<file path="src/rtl/id_ex_stage.sv">
// Decode/execute boundary: register file, load-use stall and ID/EX bundle.
// Optional macro ID_EX_WB_BYPASS_EN forwards same-cycle writeback to reads.
module id_ex_stage (
   input  logic       clk,
   input  logic       reset,
   input  logic [3:0] opcode,
   input  logic [3:0] A_reg_address,
   input  logic [3:0] B_reg_address,
   input  logic [3:0] W_reg_address,
   input  logic [3:0] Sign,
   input  logic [7:0] next_pc_address,
   input  logic       flush,
   input  logic       wb_en,
   input  logic [3:0] wb_addr,
   input  logic [7:0] wb_data,
   output logic       stall,
   output logic       ex_valid,
   output logic [3:0] ex_opcode,
   output logic [7:0] ex_a_data,
   output logic [7:0] ex_b_data,
   output logic [3:0] ex_w_addr,
   output logic [3:0] ex_sign,
   output logic [7:0] ex_pc
);

   localparam logic [3:0] OP_LOAD = 4'b1000;
   localparam logic [3:0] OP_NOP  = 4'b0000;

   logic [7:0] r_rf [16];
   logic [7:0] w_a_data;
   logic [7:0] w_b_data;
   logic       w_hazard;
   logic       w_bubble;
   logic       w_wr;

   assign w_wr = wb_en && (wb_addr != 4'd0);

`ifdef ID_EX_WB_BYPASS_EN
   always_comb begin
      w_a_data = r_rf[A_reg_address];
      w_b_data = r_rf[B_reg_address];
      if (w_wr && (wb_addr == A_reg_address)) w_a_data = wb_data;
      if (w_wr && (wb_addr == B_reg_address)) w_b_data = wb_data;
      if (A_reg_address == 4'd0) w_a_data = 8'd0;
      if (B_reg_address == 4'd0) w_b_data = 8'd0;
   end
`else
   always_comb begin
      w_a_data = r_rf[A_reg_address];
      w_b_data = r_rf[B_reg_address];
      if (A_reg_address == 4'd0) w_a_data = 8'd0;
      if (B_reg_address == 4'd0) w_b_data = 8'd0;
   end
`endif

   // Load result is not ready until after execute; hold decode one cycle.
   assign w_hazard = ex_valid && (ex_opcode == OP_LOAD) &&
                     (ex_w_addr != 4'd0) &&
                     ((ex_w_addr == A_reg_address) ||
                      (ex_w_addr == B_reg_address));
   assign stall    = w_hazard && !flush;
   assign w_bubble = flush || stall;

   always_ff @(posedge clk) begin
      if (reset) begin
         for (int i = 0; i < 16; i++) r_rf[i] <= 8'd0;
      end else if (w_wr) begin
         r_rf[wb_addr] <= wb_data;
      end
   end

   always_ff @(posedge clk) begin
      if (reset || w_bubble) begin
         ex_valid  <= 1'b0;
         ex_opcode <= OP_NOP;
         ex_a_data <= 8'd0;
         ex_b_data <= 8'd0;
         ex_w_addr <= 4'd0;
         ex_sign   <= 4'd0;
         ex_pc     <= 8'd0;
      end else begin
         ex_valid  <= 1'b1;
         ex_opcode <= opcode;
         ex_a_data <= w_a_data;
         ex_b_data <= w_b_data;
         ex_w_addr <= W_reg_address;
         ex_sign   <= Sign;
         ex_pc     <= next_pc_address;
      end
   end

endmodule

</file>
<file path="config.mk">
export PLATFORM = sky130hd
export DESIGN_NAME = id_ex_stage
export DESIGN_NICKNAME = d
export VERILOG_FILES = /design/src/rtl/id_ex_stage.sv
export SDC_FILE = /design/constraint.sdc
export NUM_CORES = 1
export LEC_CHECK = 0
export CAP_MARGIN = 40
export CORE_MARGIN = 2
export CORE_UTILIZATION = 45
export CTS_BUF_LIST = sky130_fd_sc_hd__clkbuf_8
export DETAILED_ROUTE_END_ITERATION = 10
export PLACE_DENSITY = 0.78
export RECOVER_POWER = 100
export SYNTH_ARGS = -nofsm -noshare
export SYNTH_HDL_FRONTEND = slang
export SYNTH_SLANG_ARGS = --single-unit
export TNS_END_PERCENT = 1
</file>
<file path="constraint.sdc">
create_clock -name clk -period 1.9 [get_ports clk]
set_input_delay 0.38 -clock clk [delete_from_list [all_inputs] [get_ports clk]]
set_output_delay 0.38 -clock clk [all_outputs]
set_load 0.005 [all_outputs]
</file>
==> results.md <==
- I/O pin count: 82
- Initial cell density of the core: 0.456
- Net count of the finished layout: around 790
- Global route overflow: 0
- Reg clk slew, reported paths: roughly 0.090 ns
- Slew headroom: 0.422
- Dpl ws: -0.758 ns
- Synth-to-Final Area Change: 21.9%
- H-tree depth: 4
- Total power: between 7 and 8 mW
- Final setup viols: 22
- F_max: roughly 450 MHz
- Post-synth top area share: 0.473
- Seq/Total Area, Yosys: 0.564
- Placed Area: 9500 sq um
- Slowest stage delay, CP: about 0.40 ns
- CTS Hold Bufs: 0
- CP cell instances: xnor2_1 > nand4_1 > a2111oi_4 > nor2b_4 > buf_2
- Slowest CP cell: a2111oi_4
- Vias in the first global route: ~6000
- Final HPWL DP: 15200 um
- Die footprint: 19200 sq um
- Row count: 49
- Netlist cell types: 31
- EDFF count, synth: roughly 130
- Post-Route WL: between 20000 and 25000 um
- Final Critical Period: 2.21 ns
- Hold Fails Final Rpt: 0
- CTS root buffer: clkbuf_8
- Worst-path maximum fanout: 3
- Yosys warns: 0
- Fillcell total: about 1400
- P_leak: 3.72 nW
- Post-layout util: 0.555
- TritonCTS clock tree: yes
- Synth top area cells: edfxtp_1 (47%), mux2i_1 (10%), and2_1 (9.4%), dfxtp_1 (9.1%), mux4_2 (6.1%)
- Initial antenna violation count: 0
- First-pass GRT wire length: approximately 34000 um
- Clock sinks: between 150 and 200
- Top FF cell, synth: edfxtp_1
- Crit end category: output pin
- Yosys reg bits: 165
- Critical Path RT: approximately 1.5 ns
- Design area: a little under 10000 sq um
- Worst vdd ir: 0.426 mV
- RSZ-0062 raised after global routing: true
- Routed WL per cell: approximately 22 um
- DRC: 0
- First-pass iteration count of the detailed router: 5
- Clk_skew: just over 0.008 ns
- Setup Buffers After CTS: 0
- GRT Util Overall: 0.230
- Worst-margin pin slew: between 0.8 and 0.9 ns
- Routed vias/inst: between 5 and 6
- Status: finished with violations
- GP Congestion: a little over 0.9
- Max-cap viol count: 0
- Startpoint type of the worst setup path: flop
- Vias: 5680
- Post-Synthesis Cells: roughly 620
- Cts bufs inserted: 17
- Synthesized area: 8130 sq um
- Antenna cells: 0
- Clk buf depth: 2
- Most frequent cells in the layout: edfxtp_1 (128), mux2i_1 (84), and2_0 (71)
- Largest net degree at the start of global routing: 38
- Die Span Y: between 100 and 150 um
- IO buf count: 81
- Final WS setup: -0.311 ns
- Avg Cell Area, Syn: ~13 sq um
- Layout cells sized above 1: 0.180
- Final slew viol count: 0
- First-iteration detailed-routing DRC count: between 600 and 700
- Synth area leader: edfxtp_1
- Async S/R FF share, synth: 0
- Die width: between 100 and 150 um
- Hold crit path type: in -> reg
- Fin crit share: 1.16
- Post-route ant nets: 0
- Core area: 17800 sq um
- Power per cell area: between 700 and 800 nW/um^2
- Clock latency on the worst-skew pair: 0.46 ns
- Final hold slack: approximately 0.47 ns
- Most common cell after layout, fill and taps aside: edfxtp_1
- Failing checks: setup timing
- Arr. time, crit path: 1.83 ns
- Crit Path Class: reg -> out
-- what timing repair did --
| action | in CTS | in global routing |
|---|---|---|
| pin swaps | 3 | 5 |
| endpoints found under the setup margin | 15 | 9 |
| resized for setup | 15 | 9 |
-- power breakdown --
group,switching [mW],internal [mW],total [mW],leakage (nW)
registers,0.113,4.08,4.20,1.53
clock network,1.27,1.35,2.62,0.221
logic,0.519,0.476,0.994,1.97
-- layer usage --
| metal | track usage | wire length, um |
|---|---|---|
| met3 | 0.0582 | 1980 |
| met4 | 0.0811 | 620 |
| met2 | 0.366 | 9960 |
| met5 | 0 | 0 |
| met1 | 0.310 | 8650 |
-- cell usage after synthesis (2+ instances only) --
master	instances
a211o_1	2
a211oi_1	14
a221oi_1	14
a22oi_1	28
and2_1	122
buf_2	14
buf_4	6
buf_6	2
clkbuf_1	25
dfxtp_1	37
edfxtp_1	128
mux2i_1	84
mux4_2	22
nand2_1	4
nand2b_1	3
nand3_1	15
nand4_1	2
nor2_1	19
nor2b_1	5
nor3_1	5
nor3b_1	23
o21ai_1	14
o32ai_1	2
o41ai_2	2
or2_2	16
xnor2_1	8
-- metrics by stage --
stage / instances / setup TNS (ns)
floorplan: 628 / 0
global placement: 953 / -35.08
detailed placement: 954 / -38.60
CTS: 986 / -0.338
global route: 986 / -5.87
finish: 986 / -0.859
-- logic make-up (layout without fill, tap and decap cells) --
logic type / after synthesis / after routing / share of synthesized area
xor+xnor: 8 / 8 / 0.00862
buf+inv: 47 / 176 / 0.0285
compound gates: 77 / 77 / 0.0727
mux: 106 / 106 / 0.164
other cells: 1 / 8 / 0.000461
simple gates: 217 / 217 / 0.161
flops: 165 / 165 / 0.564
-- area by class of cell --
cell class / instances / area, sq um / area share
clock buffer: 22 / 303 / 0.0306
clock inverter: 10 / 115 / 0.0116
multi-input combinational: 416 / 3400 / 0.343
sequential: 165 / 4600 / 0.464
tap: 229 / 287 / 0.0289
timing repair buffer: 144 / 1210 / 0.122
-- worst max-delay path, delay by kind of cell, from the launching register on --
kind                      cells  cell delay [ns]
xor gates and xnor gates      1             0.14
and+or+nand+nor               2             0.37
DFF                           1             0.35
buffers and inverters         1             0.11
AOI/OAI and AO/OA             1             0.40
-- worst paths after layout --
kind,from,endpoint,slack (ns),depth (start not counted)
worst max register to register,ex_w_addr[2],ex_a_data[0],0.10,5
worst min register to register,r_rf[9][2],ex_a_data[2],0.80,4
worst min-delay path,W_reg_address[3],ex_w_addr[3],0.47,2
worst max-delay path,ex_w_addr[2],stall,-0.31,5
-- sequential cells by signal (all words and copies together), names as in the netlist --
| register | flops |
|---|---|
| ex_pc | 8 |
| ex_a_data | 8 |
| ex_w_addr | 4 |
| ex_opcode | 4 |
| ex_sign | 4 |
| r_rf | 128 |
| ex_b_data | 8 |
| ex_valid | 1 |
Note: power is estimated with default switching activity, not from simulation.
